==> config.mk <==
export PLATFORM = sky130hd
export DESIGN_NAME = mem_access_stage
export DESIGN_NICKNAME = d
export VERILOG_FILES = /design/src/rtl/mem_access_stage.sv
export SDC_FILE = /design/constraint.sdc
export NUM_CORES = 1
export LEC_CHECK = 0
export BUFFER_PORTS_ARGS = -buffer_cell sky130_fd_sc_hd__buf_2
export CAP_MARGIN = 20
export CORE_MARGIN = 1
export CORE_UTILIZATION = 50
export CTS_CLUSTER_SIZE = 20
export DETAILED_ROUTE_END_ITERATION = 6
export MAX_ROUTING_LAYER = met4
export PLACE_DENSITY = 0.84
export SYNTH_ARGS = -nofsm -noshare
export SYNTH_HDL_FRONTEND = slang
export SYNTH_SLANG_ARGS = --single-unit
export TNS_END_PERCENT = 50
==> constraint.sdc <==
create_clock -name clk -period 2.8 [get_ports clk]
set_clock_uncertainty 0.2 [all_clocks]
set_input_delay 0.28 -clock clk [delete_from_list [all_inputs] [get_ports clk]]
set_output_delay 0.28 -clock clk [all_outputs]
set_load 0.01 [all_outputs]
==> src/rtl/mem_access_stage.sv <==
// MEM-stage load/store unit: runs the data-memory request/ready handshake,
// formats store lanes and strobes, and aligns/extends load data for mem_wb_reg.
module mem_access_stage #(
  parameter int DATA_WIDTH     = 32,
  parameter int TIMEOUT_CYCLES = 255
) (
  input  logic                  clk,
  input  logic                  i_rst_n,
  input  logic                  i_valid,
  input  logic                  i_mem_read,
  input  logic                  i_mem_write,
  input  logic [2:0]            i_funct3,
  input  logic [DATA_WIDTH-1:0] i_addr,
  input  logic [DATA_WIDTH-1:0] i_wdata,
  output logic                  o_dmem_req,
  output logic                  o_dmem_we,
  output logic [DATA_WIDTH-1:0] o_dmem_addr,
  output logic [DATA_WIDTH-1:0] o_dmem_wdata,
  output logic [3:0]            o_dmem_wstrb,
  input  logic                  i_dmem_ready,
  input  logic [DATA_WIDTH-1:0] i_dmem_rdata,
  output logic [DATA_WIDTH-1:0] o_load_data,
  output logic                  o_stall,
  output logic                  o_fault
);

  typedef enum logic [1:0] {
    IDLE,
    ACCESS,
    DONE
  } state_t;

  localparam logic [15:0] TIMEOUT_LAST = 16'(TIMEOUT_CYCLES - 1);

  state_t                  state;
  state_t                  next_state;
  logic [15:0]             timeout_cnt;
  logic                    abort_flag;
  logic [DATA_WIDTH-1:0]   acc_addr;
  logic [DATA_WIDTH-1:0]   acc_wdata;
  logic [2:0]              acc_funct3;
  logic                    acc_we;
  logic [3:0]              acc_wstrb;

  logic                    start;
  logic                    bad;
  logic                    in_access;
  logic                    timeout_hit;
  logic [DATA_WIDTH-1:0]   fmt_wdata;
  logic [3:0]              fmt_wstrb;
  logic [7:0]              ld_byte;
  logic [15:0]             ld_half;
  logic [DATA_WIDTH-1:0]   fmt_rdata;

  assign start       = i_valid & (i_mem_read | i_mem_write);
  assign in_access   = (state == ACCESS);
  assign timeout_hit = (timeout_cnt == TIMEOUT_LAST);

  // A request with both read and write set is treated as a load.
  always_comb begin
    bad = 1'b0;
    if (i_mem_read) begin
      bad = (i_funct3 == 3'b011) | (i_funct3 == 3'b110) | (i_funct3 == 3'b111);
    end else begin
      bad = i_funct3[2] | (i_funct3[1:0] == 2'b11);
    end
    if ((i_funct3[1:0] == 2'b10) && (i_addr[1:0] != 2'b00)) bad = 1'b1;
    if ((i_funct3[1:0] == 2'b01) && i_addr[0])               bad = 1'b1;
  end

  always_comb begin
    fmt_wdata = i_wdata;
    fmt_wstrb = 4'b1111;
    case (i_funct3[1:0])
      2'b00: begin
        fmt_wdata = {4{i_wdata[7:0]}};
        fmt_wstrb = 4'b0001 << i_addr[1:0];
      end
      2'b01: begin
        fmt_wdata = {2{i_wdata[15:0]}};
        fmt_wstrb = 4'b0011 << i_addr[1:0];
      end
      default: begin
        fmt_wdata = i_wdata;
        fmt_wstrb = 4'b1111;
      end
    endcase
  end

  always_comb begin
    ld_byte   = i_dmem_rdata[{acc_addr[1:0], 3'b000} +: 8];
    ld_half   = i_dmem_rdata[{acc_addr[1], 4'b0000} +: 16];
    fmt_rdata = i_dmem_rdata;
    case (acc_funct3)
      3'b000:  fmt_rdata = {{24{ld_byte[7]}}, ld_byte};
      3'b001:  fmt_rdata = {{16{ld_half[15]}}, ld_half};
      3'b100:  fmt_rdata = {24'h0, ld_byte};
      3'b101:  fmt_rdata = {16'h0, ld_half};
      default: fmt_rdata = i_dmem_rdata;
    endcase
  end

  // Stall and fault are gated by reset so they drop the moment reset asserts.
  always_comb begin
    next_state = state;
    o_stall    = 1'b0;
    o_fault    = 1'b0;
    case (state)
      IDLE: begin
        if (start && !bad) begin
          next_state = ACCESS;
          o_stall    = i_rst_n;
        end
        if (start && bad) o_fault = i_rst_n;
      end
      ACCESS: begin
        o_stall = 1'b1;
        if (i_dmem_ready || timeout_hit) next_state = DONE;
      end
      DONE: begin
        o_fault    = abort_flag;
        next_state = IDLE;
      end
      default: next_state = IDLE;
    endcase
  end

  assign o_dmem_req   = in_access;
  assign o_dmem_we    = in_access & acc_we;
  assign o_dmem_addr  = in_access ? {acc_addr[DATA_WIDTH-1:2], 2'b00} : '0;
  assign o_dmem_wdata = in_access ? acc_wdata : '0;
  assign o_dmem_wstrb = in_access ? acc_wstrb : 4'b0000;

  always_ff @(posedge clk or negedge i_rst_n) begin
    if (!i_rst_n) begin
      state       <= IDLE;
      timeout_cnt <= '0;
      abort_flag  <= 1'b0;
      acc_addr    <= '0;
      acc_wdata   <= '0;
      acc_funct3  <= '0;
      acc_we      <= 1'b0;
      acc_wstrb   <= '0;
      o_load_data <= '0;
    end else begin
      state <= next_state;
      case (state)
        IDLE: begin
          timeout_cnt <= '0;
          abort_flag  <= 1'b0;
          if (start && !bad) begin
            acc_addr   <= i_addr;
            acc_funct3 <= i_funct3;
            acc_we     <= ~i_mem_read;
            acc_wdata  <= fmt_wdata;
            acc_wstrb  <= i_mem_read ? 4'b0000 : fmt_wstrb;
          end
        end
        ACCESS: begin
          if (i_dmem_ready) begin
            timeout_cnt <= '0;
            if (!acc_we) o_load_data <= fmt_rdata;
          end else if (timeout_hit) begin
            timeout_cnt <= '0;
            abort_flag  <= 1'b1;
            o_load_data <= '0;
          end else begin
            timeout_cnt <= timeout_cnt + 16'd1;
          end
        end
        default: begin
        end
      endcase
    end
  end

endmodule

==> flow_metrics.env <==
export IMPL_outcome="finished clean"
export IMPL_firstDrtPassIters=4
export IMPL_core_area_um2=12670
export IMPL_drtAntennaViolNets=0
export IMPL_syn_inst=585
export IMPL_initial_core_util_pct=51.61
export IMPL_grt_first_pass_wirelength_um=30650
export IMPL_dpl_hpwl_um=12700
export IMPL_cts_tree="built"
export IMPL_clock_power_share_pct=32.1
export IMPL_placed_cells=934
export IMPL_rows=41
export IMPL_synth_top_family_by_area="multiplexers"
export IMPL_rsz0062_at_grt="false"
export IMPL_fp_dieH_um=116.4
export IMPL_reg2reg_slack_ns=0.28
export IMPL_synthAdderAreaFrac_pct=0.3826
export IMPL_finalSetupTns_ns=0
export IMPL_finalMaxSlewViolations=0
export IMPL_die_x_um=116.4
export IMPL_clockBufferDepth=2
export IMPL_swShare_pct=30.03
export IMPL_cp_end_kind="output pin"
export IMPL_p_per_area_nw_per_um2=752.9
export IMPL_pwr_share_seq_pct=40.7
export IMPL_stdcell_area_um2=8946
export IMPL_layout_cells_non_filler=1028
export IMPL_ys_types=64
export IMPL_antenna_found_initial=1
export IMPL_r2r_start="acc_addr[1]"
export IMPL_drive_above_1_share_pct=41.29
export IMPL_fin_nets=951
export IMPL_synth_area_um2=6540
export IMPL_synthSimpleGateAreaFrac_pct=15.46
export IMPL_post_route_drc_count=0
export IMPL_htree_levels=4
export IMPL_post_drt_wl_per_cell_um=19.06
export IMPL_worstSkewPairLatency_ns=0.42
export IMPL_avgViaCountPerCell=5.748
export IMPL_ios=209
export IMPL_ir_worst_vdd_mv=0.4446
export IMPL_grt_start_max_net_pins=123
export IMPL_finalSetupViolations=0
export IMPL_grt_usage_pct=30.77
export IMPL_drv_cap=0
export IMPL_placed_cell_area_um2=7735
export IMPL_cts_buffers=17
export IMPL_io_buffers=206
export IMPL_synth_compound_area_share_pct=13.79
export IMPL_intPower_mw=4.712
export IMPL_synth_top_cell_area_share_pct=47.06
export IMPL_finalCritPeriodShare_pct=92.12
export IMPL_hp_class="input port to asynchronous set/reset pin"
export IMPL_fmax_mhz=387.7
export IMPL_synth_seq_cells=123
export IMPL_ys_flop_type="dfrtp_1"
export IMPL_worstSetupStartpointType="register"
export IMPL_synth_mux_area_share_pct=19.05
export IMPL_routed_wl_um=19600
export IMPL_drtIter0Drc=399
export IMPL_critical_path_peak_fanout=55
export IMPL_gp_congestion=0.9070
export IMPL_max_slew_margin_pct=44.94
export IMPL_r2r_end="o_load_data[12]"
export IMPL_synth_async_reset_ratio_pct=100.0
export IMPL_synth_edf_count=0
export IMPL_die_area_um2=13540
export IMPL_synth_most_common_cell="dfrtp_1"
export IMPL_synth_xor_area_share_pct=0.1339
export IMPL_leakage_nw=4.280
export IMPL_yosysWarnings=0
export IMPL_worstRegToRegCells=4
export IMPL_synthTopCellsByArea="dfrtp_1 47%, mux2_2 16%, and2_1 6.5%"
export IMPL_synth_common_cells="123 x dfrtp_1, 93 x mux2_2, 68 x and2_1"
export IMPL_finalCriticalPeriod_ns=2.579
export IMPL_grt_ovfl_total=0
export IMPL_syn_area_per_cell_um2=11.18
export IMPL_vias=5909
export IMPL_worstSetupPathType="register to output pin"
export IMPL_clkSinkCount=123
export IMPL_worst_slew_pin_transition_ns=0.8260
export IMPL_grt_pass1_vias=6129
export IMPL_worstPathRequired_ns=2.32
export IMPL_clkTransAtPathRegs_ns=0.06
export IMPL_yosysTopAreaCell="dfrtp_1"
export IMPL_critical_path_arrival_ns=2.10
export IMPL_p_switching_mw=2.023
export IMPL_cts_setup_buffers=0
export IMPL_n_fill_cell=875
export IMPL_synthToLayoutAreaGrowth_pct=36.79
export IMPL_hold_viol=0
export IMPL_hold_ws_ns=0.009448
export IMPL_cts_root_buf="clkbuf_16"
export IMPL_combPwrFrac_pct=27.3
export IMPL_ys_seq_area_share_pct=47.06
[cells by family after synthesis]
| group | Yosys count |
|---|---|
| AO/OA/AOI/OAI | 119 |
| XOR/XNOR | 1 |
| adder cells (fa/ha/maj) | 2 |
| buffers and inverters | 59 |
| flip-flops | 123 |
| multiplexers | 111 |
| other | 1 |
| AND/OR/NAND/NOR | 169 |
[registers in the layout (all words and copies together), names as in the netlist]
name / cells
acc_funct3: 3
acc_wstrb: 4
acc_addr: 32
o_load_data: 32
acc_we: 1
state: 2
abort_flag: 1
timeout_cnt: 16
acc_wdata: 32
[power groups by stage]
| stage | combinational (mW) | sequential [mW] | clock (mW) |
|---|---|---|---|
| 2_1_floorplan | 1.09 | 2.67 | 0 |
| 3_3_place_gp | 1.67 | 2.71 | 0 |
| 3_5_place_dp | 1.74 | 2.75 | 0 |
| 4_1_cts | 1.82 | 2.72 | 2.18 |
| 5_1_grt | 2.00 | 2.81 | 2.24 |
| 6_report | 1.84 | 2.74 | 2.16 |
[critical path, stage by stage, from the launching register on]
cell and delay, ns:
dfrtp_1 0.40, inv_1 0.21, nand2_1 0.12, inv_1 0.34, buf_12 0.27, and2_1 0.18, buf_2 0.14
[through the flow]
step,setup slack [ns],power (mW),util [%]
finish,0.2207,6.735,70.60
global route,0.04778,7.049,70.60
CTS,0.2151,6.723,70.58
detailed placement,0.3968,4.491,61.04
global placement,0.5098,4.375,61.04
floorplan,0.5985,3.757,-
[layout by cell type (no fill, tap or decap), drive strengths merged, types with 3 or more instances in the layout]
cell         instances
and3                 6
dfrtp              123
dlygate4sd3         63
a22o                 7
a221o               16
inv                 14
nor3                 4
nand3               13
a221oi               7
mux2                98
clkinv               3
o2bb2ai              7
nand4                8
o211ai               3
and2                68
mux2i               12
nand2               27
a211oi               3
o22ai                7
buf                221
o31ai                3
o21ai               21
nor4                 4
clkbuf              23
o31a                 3
a21oi               14
nor2                11
nor2b                4
o311ai              12
nand2b              11
[metal layers]
metal,track usage [%],routed length (µm),up-vias
met4,11.97,441,0
met3,7.888,1539,39
met5,-,0,-
li1,-,-,2676
met2,51.68,10020,286
met1,35.18,7594,2908
[layout make-up]
type	instances	area (µm²)	area share (%)
timing repair buffer	284	1814	20.28
antenna	1	2.502	0.02797
inverter	14	52.55	0.5874
clock inverter	7	90.09	1.007
clock buffer	23	488.0	5.455
multi-input combinational	404	3206	35.83
tap	172	215.2	2.406
sequential	123	3078	34.41
[what timing repair did]
| item | in CTS | in global routing |
|---|---|---|
| hold endpoints to repair | 185 | 0 |
| resized for setup | 0 | 0 |
| setup endpoints to repair | 0 | 0 |
| hold buffers | 63 | 0 |
[worst max-delay path by stage]
stage              startpoint         endpoint  slack (ns)  cells past startpoint
2_1_floorplan  timeout_cnt[0]  o_load_data[19]        0.60                      7
3_3_place_gp   timeout_cnt[0]  o_load_data[31]        0.51                      6
3_5_place_dp      acc_addr[1]  o_load_data[12]        0.40                      4
4_1_cts              state[1]  o_dmem_addr[25]        0.22                      6
5_1_grt              state[1]  o_dmem_addr[19]        0.05                      6
6_report             state[1]  o_dmem_wdata[2]        0.22                      6
(Power assumes the default switching activity.)
